==> config.mk <==
export PLATFORM = sky130hd
export DESIGN_NAME = mio_bus_ctrl
export DESIGN_NICKNAME = d
export VERILOG_FILES = /design/src/rtl/mio_pkg.sv /design/src/rtl/mio_bus_ctrl.sv
export SDC_FILE = /design/constraint.sdc
export NUM_CORES = 1
export LEC_CHECK = 0
export BUFFER_PORTS_ARGS = -buffer_cell sky130_fd_sc_hd__buf_4
export CORE_MARGIN = 2
export CORE_UTILIZATION = 42
export DETAILED_ROUTE_END_ITERATION = 16
export PLACE_DENSITY_LB_ADDON = 0.3
export SLEW_MARGIN = 20
export SYNTH_ARGS = -nofsm -noshare
export SYNTH_HDL_FRONTEND = slang
export SYNTH_SLANG_ARGS = --single-unit
==> constraint.sdc <==
create_clock -name clk -period 2.1 [get_ports clk]
set_input_delay 0.105 -clock clk [delete_from_list [all_inputs] [get_ports clk]]
set_output_delay 0.105 -clock clk [all_outputs]
set_load 0.01 [all_outputs]
==> src/rtl/mio_pkg.sv <==
// Shared types and constants for the memory/IO bus controller.
package mio_pkg;

  typedef enum logic [1:0] {
    S_IDLE     = 2'd0,
    S_RAM_WAIT = 2'd1,
    S_IO_REQ   = 2'd2,
    S_DONE     = 2'd3
  } mio_state_e;

  localparam logic [31:0] MIO_ERR_DATA    = 32'hDEADBEEF;
  localparam logic [3:0]  IO_BASE_DEFAULT = 4'hE;
  localparam int unsigned WAIT_W          = 4;

endpackage

==> src/rtl/mio_bus_ctrl.sv <==
// Memory/IO bus controller: decodes RAM vs IO space, runs wait states or the
// io_ack handshake, returns rdata with a one-cycle MIO_ready. MIO_TIMEOUT_EN adds an IO timeout.
module mio_bus_ctrl
  import mio_pkg::*;
#(
  parameter int unsigned RAM_WAIT = 2,
  parameter logic [3:0]  IO_BASE  = IO_BASE_DEFAULT
`ifdef MIO_TIMEOUT_EN
  , parameter int unsigned TIMEOUT_CYCLES = 255
`endif
) (
  input  logic        clk,
  input  logic        reset,
  input  logic        MemRead,
  input  logic        MemWrite,
  input  logic [31:0] addr,
  input  logic [31:0] wdata,
  output logic        MIO_ready,
  output logic [31:0] rdata,
  output logic [9:0]  ram_addr,
  output logic        ram_we,
  output logic [31:0] ram_wdata,
  input  logic [31:0] ram_rdata,
  output logic        io_req,
  output logic        io_we,
  output logic [7:0]  io_addr,
  output logic [31:0] io_wdata,
  input  logic [31:0] io_rdata,
  input  logic        io_ack,
  output logic        bus_err
);

  mio_state_e state_q, state_d;

  logic [WAIT_W-1:0] wait_q;
  logic [9:0]        addr_q;
  logic [31:0]       wdata_q;
  logic              we_q;
  logic              req_c;
  logic              start_c;
  logic              we_d;
  logic              tmo_hit_c;
  logic              unused_addr;

  assign req_c       = MemRead | MemWrite;
  assign start_c     = (state_q == S_IDLE) && req_c;
  assign we_d        = start_c ? MemWrite : we_q;
  assign unused_addr = ^{addr[27:12], addr[1:0]};

  assign ram_addr  = addr_q;
  assign io_addr   = addr_q[7:0];
  assign ram_wdata = wdata_q;
  assign io_wdata  = wdata_q;

  // State register
  always_ff @(posedge clk) begin
    if (reset) state_q <= S_IDLE;
    else       state_q <= state_d;
  end

  // Next-state logic
  always_comb begin
    state_d = state_q;
    case (state_q)
      S_IDLE: begin
        if (req_c) state_d = (addr[31:28] == IO_BASE) ? S_IO_REQ : S_RAM_WAIT;
      end
      S_RAM_WAIT: begin
        if (wait_q == WAIT_W'(1)) state_d = S_DONE;
      end
      S_IO_REQ: begin
        if (io_ack)         state_d = S_DONE;
        else if (tmo_hit_c) state_d = S_DONE;
      end
      S_DONE:  state_d = S_IDLE;
      default: state_d = S_IDLE;
    endcase
  end

  // Request latches, wait counter, read-data capture and registered strobes
  always_ff @(posedge clk) begin
    if (reset) begin
      addr_q    <= '0;
      wdata_q   <= '0;
      we_q      <= 1'b0;
      wait_q    <= '0;
      rdata     <= '0;
      MIO_ready <= 1'b0;
      ram_we    <= 1'b0;
      io_req    <= 1'b0;
      io_we     <= 1'b0;
    end else begin
      MIO_ready <= (state_d == S_DONE);
      ram_we    <= start_c && (state_d == S_RAM_WAIT) && MemWrite;
      io_req    <= (state_d == S_IO_REQ);
      io_we     <= (state_d == S_IO_REQ) && we_d;

      if (start_c) begin
        addr_q  <= addr[11:2];
        wdata_q <= wdata;
        we_q    <= MemWrite;
        wait_q  <= WAIT_W'(RAM_WAIT);
      end else if (state_q == S_RAM_WAIT) begin
        wait_q  <= wait_q - WAIT_W'(1);
      end

      if (!we_q) begin
        if ((state_q == S_RAM_WAIT) && (wait_q == WAIT_W'(1))) rdata <= ram_rdata;
        else if ((state_q == S_IO_REQ) && io_ack)              rdata <= io_rdata;
        else if (tmo_hit_c)                                     rdata <= MIO_ERR_DATA;
      end
    end
  end

`ifdef MIO_TIMEOUT_EN
  localparam int unsigned TMO_W = ($clog2(TIMEOUT_CYCLES + 1) < 8) ? 8 : $clog2(TIMEOUT_CYCLES + 1);

  logic [TMO_W-1:0] tmo_q;

  // Ack in the same cycle as the timeout takes priority
  assign tmo_hit_c = (state_q == S_IO_REQ) && !io_ack && (tmo_q == TMO_W'(TIMEOUT_CYCLES - 1));

  always_ff @(posedge clk) begin
    if (reset) begin
      tmo_q   <= '0;
      bus_err <= 1'b0;
    end else begin
      bus_err <= tmo_hit_c;
      if (state_q == S_IO_REQ) tmo_q <= tmo_q + TMO_W'(1);
      else                     tmo_q <= '0;
    end
  end
`else
  assign tmo_hit_c = 1'b0;
  assign bus_err   = 1'b0;
`endif

endmodule

==> results of run 1 <==
==> tightest hold or removal path, stage by stage <==
cell and delay (ns):
buf_4 0.10, nand3_1 0.05, a21oi_1 0.05
==> flip-flops by register name (all words and copies together) (netlist names) <==
register	count
ram_addr	10
ram_we	1
io_req	1
MIO_ready	1
io_wdata	32
io_we	1
wait_q	4
we_q	1
state_q	2
rdata	32
==> kinds of logic after synthesis <==
logic type	after synthesis	synth area share
simple gates	67	0.09967
other cells	1	0.0009990
flops	85	0.4533
fa+ha+maj	2	0.006666
compound gates	165	0.3040
buf+inv	87	0.1353
==> power breakdown <==
group	switching [mW]	internal, mW
clock network	0.560	0.670
logic	0.411	0.479
registers	0.0818	1.73
total	1.05	2.88
==> area by class of cell <==
| class | count | area (um^2) |
|---|---|---|
| clock buffer | 12 | 135.1 |
| clock inverter | 4 | 72.57 |
| fill | 752 | 3191 |
| inverter | 7 | 26.28 |
| multi-input combinational | 235 | 1553 |
| sequential | 85 | 1702 |
| tap | 108 | 135.1 |
| timing repair buffer | 246 | 1864 |
==> metal layers <==
metal / vias to the layer above / global-route usage
met1: 1796 / 0.2571
met2: 159 / 0.3799
met5: - / 0
met3: 20 / 0.06596
met4: 0 / 0.07165
li1: 1800 / -
==> cell usage in the layout (no fill, tap or decap), types with 4 or more instances in the layout <==
cell      instances
clkbuf_8          9
a211oi_1          4
nand3_1          42
o221a_1          30
inv_1             7
a21oi_1          45
dfxtp_1          85
o21a_1           32
o21ai_0          45
buf_4           243
==> per-stage QoR <==
step | setup slack [ns] | power, mW
6_report | 0.2054 | 3.933
5_1_grt | 0.1072 | 4.123
4_1_cts | 0.2160 | 3.970
3_5_place_dp | 0.2224 | 2.739
3_3_place_gp | 0.2829 | 2.709
2_1_floorplan | 0.3748 | 2.308
==> worst min-delay path by stage <==
stage | startpoint | to | cells after the start
after floorplan | MemWrite | ram_we | 2
after global placement | MemWrite | ram_we | 3
after detailed placement | addr[3] | ram_addr[1] | 3
after CTS | wdata[18] | io_wdata[18] | 3
after global routing | addr[10] | ram_addr[8] | 3
final | wdata[21] | io_wdata[21] | 3
==> flow_metrics.env, run 1 <==
export IMPL_status="completed"
export IMPL_final_period_utilization=0.9022
export IMPL_dr_pass1_iters=4
export IMPL_p_leak_nw=2.455
export IMPL_synth_most_common_cell="dfxtp_1"
export IMPL_post_cts_resized=0
export IMPL_cpPeakStageDelay_ns=0.43
export IMPL_clock_path_buffers=2
export IMPL_synth_cell_area_um2=3754
export IMPL_fin_skew_ns=0.009669
export IMPL_tightestPinTransition_ns=0.6921
export IMPL_syn_inst=407
export IMPL_crit_type="reg2reg"
export IMPL_synth_edff_count=0
export IMPL_design_area_um2=5488
export IMPL_grt_overflow=0
export IMPL_slew_headroom=0.5386
export IMPL_cp_top_family="simple AND/OR/NAND/NOR gates"
export IMPL_grt_pass1_wl_mm=17.51
export IMPL_drv_cap=0
export IMPL_startpoint_type="flop"
export IMPL_drc=0
export IMPL_yosys_top_cells_area="dfxtp_1 (45%), o221a_1 (9.0%), buf_4 (8.2%)"
export IMPL_cp_max_fo=32
export IMPL_post_cts_buffers=0
export IMPL_antenna_diode_count=0
export IMPL_grt_setup_unrepaired="no"
export IMPL_startpoint="wait_q[0]"
export IMPL_synth_net_count=542
export IMPL_cp_num_buf_inv=1
export IMPL_die_h_um=98.54
export IMPL_syn_area_per_cell_um2=9.223
export IMPL_cts_root_buf="clkbuf_8"
export IMPL_fin_util=0.6324
export IMPL_io_pins=252
export IMPL_first_global_vias=3627
export IMPL_setup_viol=0
export IMPL_dr_total_vias=3775
export IMPL_rr_worst_depth=5
export IMPL_yosysTopAreaCellShare=0.4533
export IMPL_synth_seq_area_share=0.4533
export IMPL_layout_drive_gt1_share=0.4516
export IMPL_synth_cells_most_frequent="dfxtp_1 (85), a21oi_1 (45), o21ai_0 (45)"
export IMPL_synth_seq_cells=85
export IMPL_numCtsBuffers=9
export IMPL_worstPathCellList="ha_1 > or3b_1 > or2_1 > buf_4 > o221a_1"
export IMPL_cp_end_kind="flop"
export IMPL_wl_met2_mm=5.666
export IMPL_fmax_ghz=0.5278
export IMPL_dieArea_um2=9709
export IMPL_h_tree_depth=3
export IMPL_dr_max_layer_used="met4"
export IMPL_tns_ns=0
export IMPL_path_clk_slew_ns=0.09
export IMPL_wl_met1_mm=4.423
export IMPL_clock_sinks=85
export IMPL_coreArea_um2=8678
export IMPL_antenna_found_initial=0
export IMPL_hold_class="in2reg"
export IMPL_ys_async_sr_fraction=0
export IMPL_routed_wl_mm=11.19
export IMPL_start_util=0.4325
export IMPL_ir_drop_uv=404.4
export IMPL_dr_first_iter_drc_count=117
export IMPL_slew_violations=0
export IMPL_critical_path_endpoint="rdata[5]"
export IMPL_cts_tree="done"
export IMPL_port_buffers=232
export IMPL_fin_cells=697
export IMPL_hold_viol=0
export IMPL_hold_buffers=2
export IMPL_ant_nets=0
export IMPL_worst_hold_slack_ns=0.009569
export IMPL_crit_arrival_ns=2.12
export IMPL_dp_cells=679
export IMPL_yosysWarnings=0
export IMPL_area_growth_pct=46.20
export IMPL_path_depth=5
export IMPL_row_count=34
export IMPL_vias_per_cell=5.416
export IMPL_worstReg2RegStart="wait_q[0]"
export IMPL_required_ns=2.32
export IMPL_gp_congestion=0.8384
export IMPL_hpwl_mm=8.015
export IMPL_synth_top_area_cell="dfxtp_1"
export IMPL_clock_latency_ns=0.34
export IMPL_grt_max_degree=53
export IMPL_die_width_um=98.54
export IMPL_grt_use_total=0.2183
export IMPL_regToRegSetupSlack_ns=0.21
export IMPL_r2r_end="rdata[5]"
export IMPL_post_dp_cell_area_um2=5260
export IMPL_ys_flop_type="dfxtp_1"
export IMPL_dr_wl_met3_um=880
export IMPL_min_period_ns=1.895
export IMPL_slowest_stage="dfxtp_1"
export IMPL_wl_per_cell_um=16.05
export IMPL_power_density_cell_area_nw_per_um2=716.6
export IMPL_synth_distinct_cells=40
export IMPL_nNetsFinal=719
(Power assumes the default switching activity.)
==> run 2: changes to the inputs <==
--- a/config.mk
+++ b/config.mk
@@ -6,9 +6,9 @@
 export NUM_CORES = 1
 export LEC_CHECK = 0
 export BUFFER_PORTS_ARGS = -buffer_cell sky130_fd_sc_hd__buf_4
-export CORE_MARGIN = 2
-export CORE_UTILIZATION = 42
+export CORE_AREA = 2 2 98 100
 export DETAILED_ROUTE_END_ITERATION = 16
+export DIE_AREA = 0 0 100 102
 export PLACE_DENSITY_LB_ADDON = 0.3
 export SLEW_MARGIN = 20
 export SYNTH_ARGS = -nofsm -noshare
==> constraint.sdc (replaced) <==
create_clock -name clk -period 2.3 [get_ports clk]
set_input_delay 0.115 -clock clk [delete_from_list [all_inputs] [get_ports clk]]
set_output_delay 0.115 -clock clk [all_outputs]
set_load 0.01 [all_outputs]
==> flow_metrics.env, run 2 (synthesis gave the netlist of run 1 again) <==
export IMPL_clock_latency_ns=0.34
export IMPL_use_met3=0.05472
export IMPL_min_period_ns=1.885
export IMPL_hold_class="in2reg"
export IMPL_p_leak_nw=2.448
export IMPL_ant_nets=0
export IMPL_dr_first_iter_drc_count=110
export IMPL_row_count=35
export IMPL_hold_viol=0
export IMPL_path_clk_slew_ns=0.08
export IMPL_slew_headroom=0.4340
export IMPL_grt_busiest_layer="met2"
export IMPL_startpoint_type="flop"
export IMPL_grt_setup_unrepaired="no"
export IMPL_cts_root_buf="clkbuf_8"
export IMPL_mostFrequentLayoutCells="buf_4 (242), dfxtp_1 (85), o21ai_0 (45), a21oi_1 (45), nand3_1 (42)"
export IMPL_status="completed"
export IMPL_h_tree_depth=3
export IMPL_coreArea_um2=9109
export IMPL_dp_slack_ns=0.4178
export IMPL_io_pins=252
export IMPL_hpwl_mm=7.941
export IMPL_fin_util=0.6001
export IMPL_clock_path_buffers=2
export IMPL_dr_pass1_iters=5
export IMPL_fmax_ghz=0.5304
export IMPL_routed_wl_mm=11.04
export IMPL_grt_util_met1=0.2389
export IMPL_antenna_diode_count=0
export IMPL_grt_overflow=0
export IMPL_final_period_utilization=0.8197
export IMPL_fin_skew_ns=0.01090
export IMPL_cp_num_buf_inv=1
export IMPL_antenna_found_initial=0
export IMPL_hold_buffers=0
export IMPL_use_met2=0.3560
export IMPL_drv_cap=0
export IMPL_cpPeakStageDelay_ns=0.41
export IMPL_final_common_cell="buf_4"
export IMPL_tightestPinTransition_ns=0.8490
export IMPL_post_cts_resized=0
export IMPL_power_density_cell_area_nw_per_um2=654.6
export IMPL_wl_per_cell_um=15.85
export IMPL_setup_viol=0
export IMPL_crit_type="reg2reg"
export IMPL_die_h_um=102
export IMPL_post_cts_buffers=0
export IMPL_numCtsBuffers=9
export IMPL_setup_ws_ns=0.4148
export IMPL_cp_top_family="simple AND/OR/NAND/NOR gates"
export IMPL_drc=0
export IMPL_slowest_stage="dfxtp_1"
export IMPL_worstPathCellList="ha_1 > or3b_1 > or2_1 > buf_4 > o221a_2"
export IMPL_worst_hold_slack_ns=0.02150
export IMPL_layout_drive_gt1_share=0.4530
export IMPL_clock_sinks=85
export IMPL_gp_congestion=0.7461
export IMPL_grt_max_degree=53
export IMPL_die_width_um=100
export IMPL_ir_drop_uv=339.3
export IMPL_cp_end_kind="flop"
export IMPL_start_util=0.4121
export IMPL_dieArea_um2=10200
export IMPL_grt_use_total=0.2034
export IMPL_nNetsFinal=716
export IMPL_cts_tree="done"
export IMPL_area_growth_pct=45.63
export IMPL_tns_ns=0
export IMPL_cp_max_fo=32
export IMPL_dr_total_vias=3705
export IMPL_vias_per_cell=5.323
export IMPL_port_buffers=232
export IMPL_grt_pass1_wl_mm=16.67
export IMPL_first_global_vias=3543
export IMPL_slew_violations=0
export IMPL_crit_arrival_ns=2.12
export IMPL_required_ns=2.54
==> run 2: cell count changes in the layout (fill, tap and decap cells not counted), sizes merged <==
cell         previous run  this run
clkbuf                 12        11
dlygate4sd3             2         0
clkinvlp                1         0
buf                   244       243
clkinv                  1         2
==> run 2: worst paths after layout <==
check,slack [ns],depth (start not counted),endpoint,start
max,0.41,5,rdata[0],wait_q[0]
min,0.02,3,io_wdata[21],wdata[21]
max reg2reg,0.41,5,rdata[0],wait_q[0]
min reg2reg,0.49,2,ram_addr[8],ram_addr[8]
==> run 2: final cells by class <==
| class | count | area (um^2) |
|---|---|---|
| Clock buffer | 11 | 131.4 |
| Tap cell | 111 | 138.9 |
| Inverter | 7 | 26.28 |
| Fill cell | 803 | 3642 |
| Sequential cell | 85 | 1702 |
| Clock inverter | 4 | 73.82 |
| Timing Repair Buffer | 243 | 1837 |
| Multi-Input combinational cell | 235 | 1558 |
==> run 2: stage by stage <==
stage	power (mW)	std cells	area, um^2
floorplan	2.107	407	3754
global placement	2.476	681	5261
detailed placement	2.500	681	5261
CTS	3.614	696	5466
global route	3.754	696	5466
finish	3.578	696	5466
==> run 2: layer usage <==
layer | up-vias | part of all wire
li1 | 1798 | -
met1 | 1733 | 0.39
met2 | 158 | 0.51
met3 | 16 | 0.081
met4 | 0 | 0.017
met5 | - | 0
==> run 2: power by group <==
part	internal, mW	switching, mW	total, mW
logic	0.436	0.371	0.807
clock network	0.608	0.510	1.12
registers	1.58	0.0731	1.65
==> run 2: worst reg2reg max path: stages (launching register included) <==
cell and delay (ns):
dfxtp_1 0.41, ha_1 0.19, or3b_1 0.41, or2_1 0.23, buf_4 0.24, o221a_2 0.30
==> run 3: changes to the inputs <==
--- a/config.mk
+++ b/config.mk
@@ -5,10 +5,11 @@
 export SDC_FILE = /design/constraint.sdc
 export NUM_CORES = 1
 export LEC_CHECK = 0
+export ABC_AREA = 1
 export BUFFER_PORTS_ARGS = -buffer_cell sky130_fd_sc_hd__buf_4
-export CORE_AREA = 2 2 98 100
+export CORE_MARGIN = 2
+export CORE_UTILIZATION = 43
 export DETAILED_ROUTE_END_ITERATION = 16
-export DIE_AREA = 0 0 100 102
 export PLACE_DENSITY_LB_ADDON = 0.3
 export SLEW_MARGIN = 20
 export SYNTH_ARGS = -nofsm -noshare
==> constraint.sdc (replaced) <==
create_clock -name clk -period 1.94 [get_ports clk]
set_input_delay 0.097 -clock clk [delete_from_list [all_inputs] [get_ports clk]]
set_output_delay 0.097 -clock clk [all_outputs]
set_load 0.01 [all_outputs]
==> flow_metrics.env, run 3 <==
export IMPL_gp_congestion=0.7996
export IMPL_first_global_vias=4350
export IMPL_antenna_found_initial=0
export IMPL_yosys_area_share_simple=0.3496
export IMPL_startpoint_type="flop"
export IMPL_ir_drop_uv=473.3
export IMPL_dp_slack_ns=0.3952
export IMPL_crit_arrival_ns=1.79
export IMPL_hold_viol=0
export IMPL_ys_async_sr_fraction=0
export IMPL_synth_top_area_cell="dfxtp_1"
export IMPL_cp_max_fo=24
export IMPL_slew_violations=0
export IMPL_yosysTopAreaCellShare=0.4226
export IMPL_synth_compound_area_frac=0.06215
export IMPL_io_pins=252
export IMPL_p_leak_nw=3.296
export IMPL_crit_type="reg2reg"
export IMPL_tns_ns=0
export IMPL_routed_wl_mm=12.08
export IMPL_final_period_utilization=0.7984
export IMPL_num_fill_cells=760
export IMPL_row_count=35
export IMPL_hpwl_mm=7.962
export IMPL_internal_power_mw=3.192
export IMPL_ant_nets=0
export IMPL_area_growth_pct=53.29
export IMPL_dr_total_vias=4506
export IMPL_dieArea_um2=10150
export IMPL_drc=0
export IMPL_dr_first_iter_drc_count=162
export IMPL_fmax_ghz=0.6456
export IMPL_grt_use_total=0.2333
export IMPL_cts_tree="done"
export IMPL_cp_top_family="simple AND/OR/NAND/NOR gates"
export IMPL_die_h_um=100.8
export IMPL_setup_viol=0
export IMPL_synth_seq_cells=85
export IMPL_post_cts_buffers=0
export IMPL_port_buffers=232
export IMPL_dr_pass1_iters=4
export IMPL_sequentialPowerShare=0.439
export IMPL_cts_root_buf="clkbuf_8"
export IMPL_required_ns=2.18
export IMPL_coreArea_um2=9153
export IMPL_synth_edff_count=0
export IMPL_grt_max_degree=47
export IMPL_worst_hold_slack_ns=0.01895
export IMPL_antenna_diode_count=0
export IMPL_h_tree_depth=3
export IMPL_final_common_cell="buf_4"
export IMPL_slowest_stage="dfxtp_1"
export IMPL_grt_overflow=0
export IMPL_numCtsBuffers=9
export IMPL_cpPeakStageDelay_ns=0.37
export IMPL_synthXorXnorAreaFrac=0.002175
export IMPL_ys_flop_type="dfxtp_1"
export IMPL_start_util=0.4399
export IMPL_grt_setup_unrepaired="no"
export IMPL_comb_power_share=0.253
export IMPL_synth_cells_most_frequent="nor2_1 (157), nand2_1 (144), dfxtp_1 (85)"
export IMPL_layout_drive_gt1_share=0.3228
export IMPL_fin_skew_ns=0.008986
export IMPL_syn_inst=601
export IMPL_synth_net_count=736
export IMPL_die_width_um=100.8
export IMPL_clock_path_buffers=2
export IMPL_status="completed"
export IMPL_path_clk_slew_ns=0.09
export IMPL_syn_area_per_cell_um2=6.699
export IMPL_synth_distinct_cells=25
export IMPL_yosysWarnings=0
export IMPL_synth_most_common_cell="nor2_1"
export IMPL_synth_top_family_by_area="simple AND/OR/NAND/NOR gates"
export IMPL_setup_ws_ns=0.3910
export IMPL_min_period_ns=1.549
export IMPL_clock_sinks=85
export IMPL_hold_class="in2reg"
export IMPL_nNetsFinal=954
export IMPL_swShare=0.2935
export IMPL_drv_cap=0
export IMPL_yosys_top_cells_area="dfxtp_1 (42%), nor2_1 (15%), nand2_1 (13%)"
export IMPL_synth_adder_area_share=0.006215
export IMPL_mostFrequentLayoutCells="buf_4 (242), nor2_1 (156), nand2_1 (144)"
export IMPL_grt_pass1_wl_mm=19.26
export IMPL_cp_end_kind="flop"
export IMPL_synth_cell_area_um2=4026
export IMPL_clock_latency_ns=0.34
export IMPL_synth_seq_area_share=0.4226
export IMPL_cp_num_buf_inv=2
export IMPL_power_density_cell_area_nw_per_um2=732.1
export IMPL_p_clk_frac=0.308
export IMPL_post_cts_resized=0
export IMPL_synthMuxAreaShare=0
export IMPL_vias_per_cell=4.819
export IMPL_wl_per_cell_um=12.92
export IMPL_path_common_cell="nand2_1"
export IMPL_netSwitchingPower_mw=1.326
export IMPL_worstPathCellList="inv_1 > ha_1 > nand3_2 > nand2_1 > nand2_4 > buf_4 > nand2_1 > nand2_1 > nor2_1"
## run 3: path summary, 6_finish.rpt
check             from     endpoint  slack [ns]  depth (start not counted)
max reg2reg  wait_q[1]    rdata[29]        0.39                          9
max          wait_q[1]    rdata[29]        0.39                          9
min reg2reg  wait_q[0]    wait_q[0]        0.50                          2
min            addr[5]  ram_addr[3]        0.02                          3
## run 3: per-stage QoR
step,total power [mW],instances,util,instance area [um^2]
finish,4.519,935,0.6744,6172
global route,4.741,935,0.6744,6172
CTS,4.539,935,0.6744,6172
detailed placement,3.079,877,0.6041,5529
global placement,3.055,877,0.6041,5529
floorplan,2.598,601,-,4026
## run 3: layout make-up
cell class,count,area [um^2],area share
timing repair buffer,285,2257,0.3657
sequential,85,1702,0.2757
multi-input combinational,397,1698,0.2751
inverter,41,153.9,0.02493
tap,111,138.9,0.02250
clock buffer,9,123.9,0.02007
clock inverter,7,98.84,0.01601
## run 3: timing repair
item / 4_1_cts / 5_1_grt
hold endpoints to repair: 48 / 0
setup endpoints to repair: 0 / 0
hold buffers: 42 / 0
## run 3: worst register-to-register path: stages, from the launching register on
cell and delay [ns]:
dfxtp_1 0.37, inv_1 0.08, ha_1 0.21, nand3_2 0.08, nand2_1 0.08, nand2_4 0.23
buf_4 0.23, nand2_1 0.06, nand2_1 0.05, nor2_1 0.04
## run 3: kinds of logic after synthesis
group	count (synthesis)
adders and majority gates	2
and+or+nand+nor	344
xor gates and xnor gates	1
DFF	85
other	1
AOI/OAI and AO/OA	49
buffers and inverters	119
## run 3: power by group through the flow
| stage | clock [mW] | combinational [mW] | sequential, mW |
|---|---|---|---|
| CTS | 1.42 | 1.14 | 1.98 |
| floorplan | 0 | 0.542 | 2.06 |
| detailed placement | 0 | 1.06 | 2.01 |
| global route | 1.49 | 1.25 | 2.00 |
| global placement | 0 | 1.04 | 2.01 |
| finish | 1.39 | 1.15 | 1.98 |
## run 3: routing by layer
metal	track usage	vias to the layer above	part of all wire
met3	0.04924	24	0.076
met2	0.4210	193	0.50
met1	0.2669	2035	0.40
met5	0	-	0
met4	0.09273	0	0.024
li1	-	2254	-
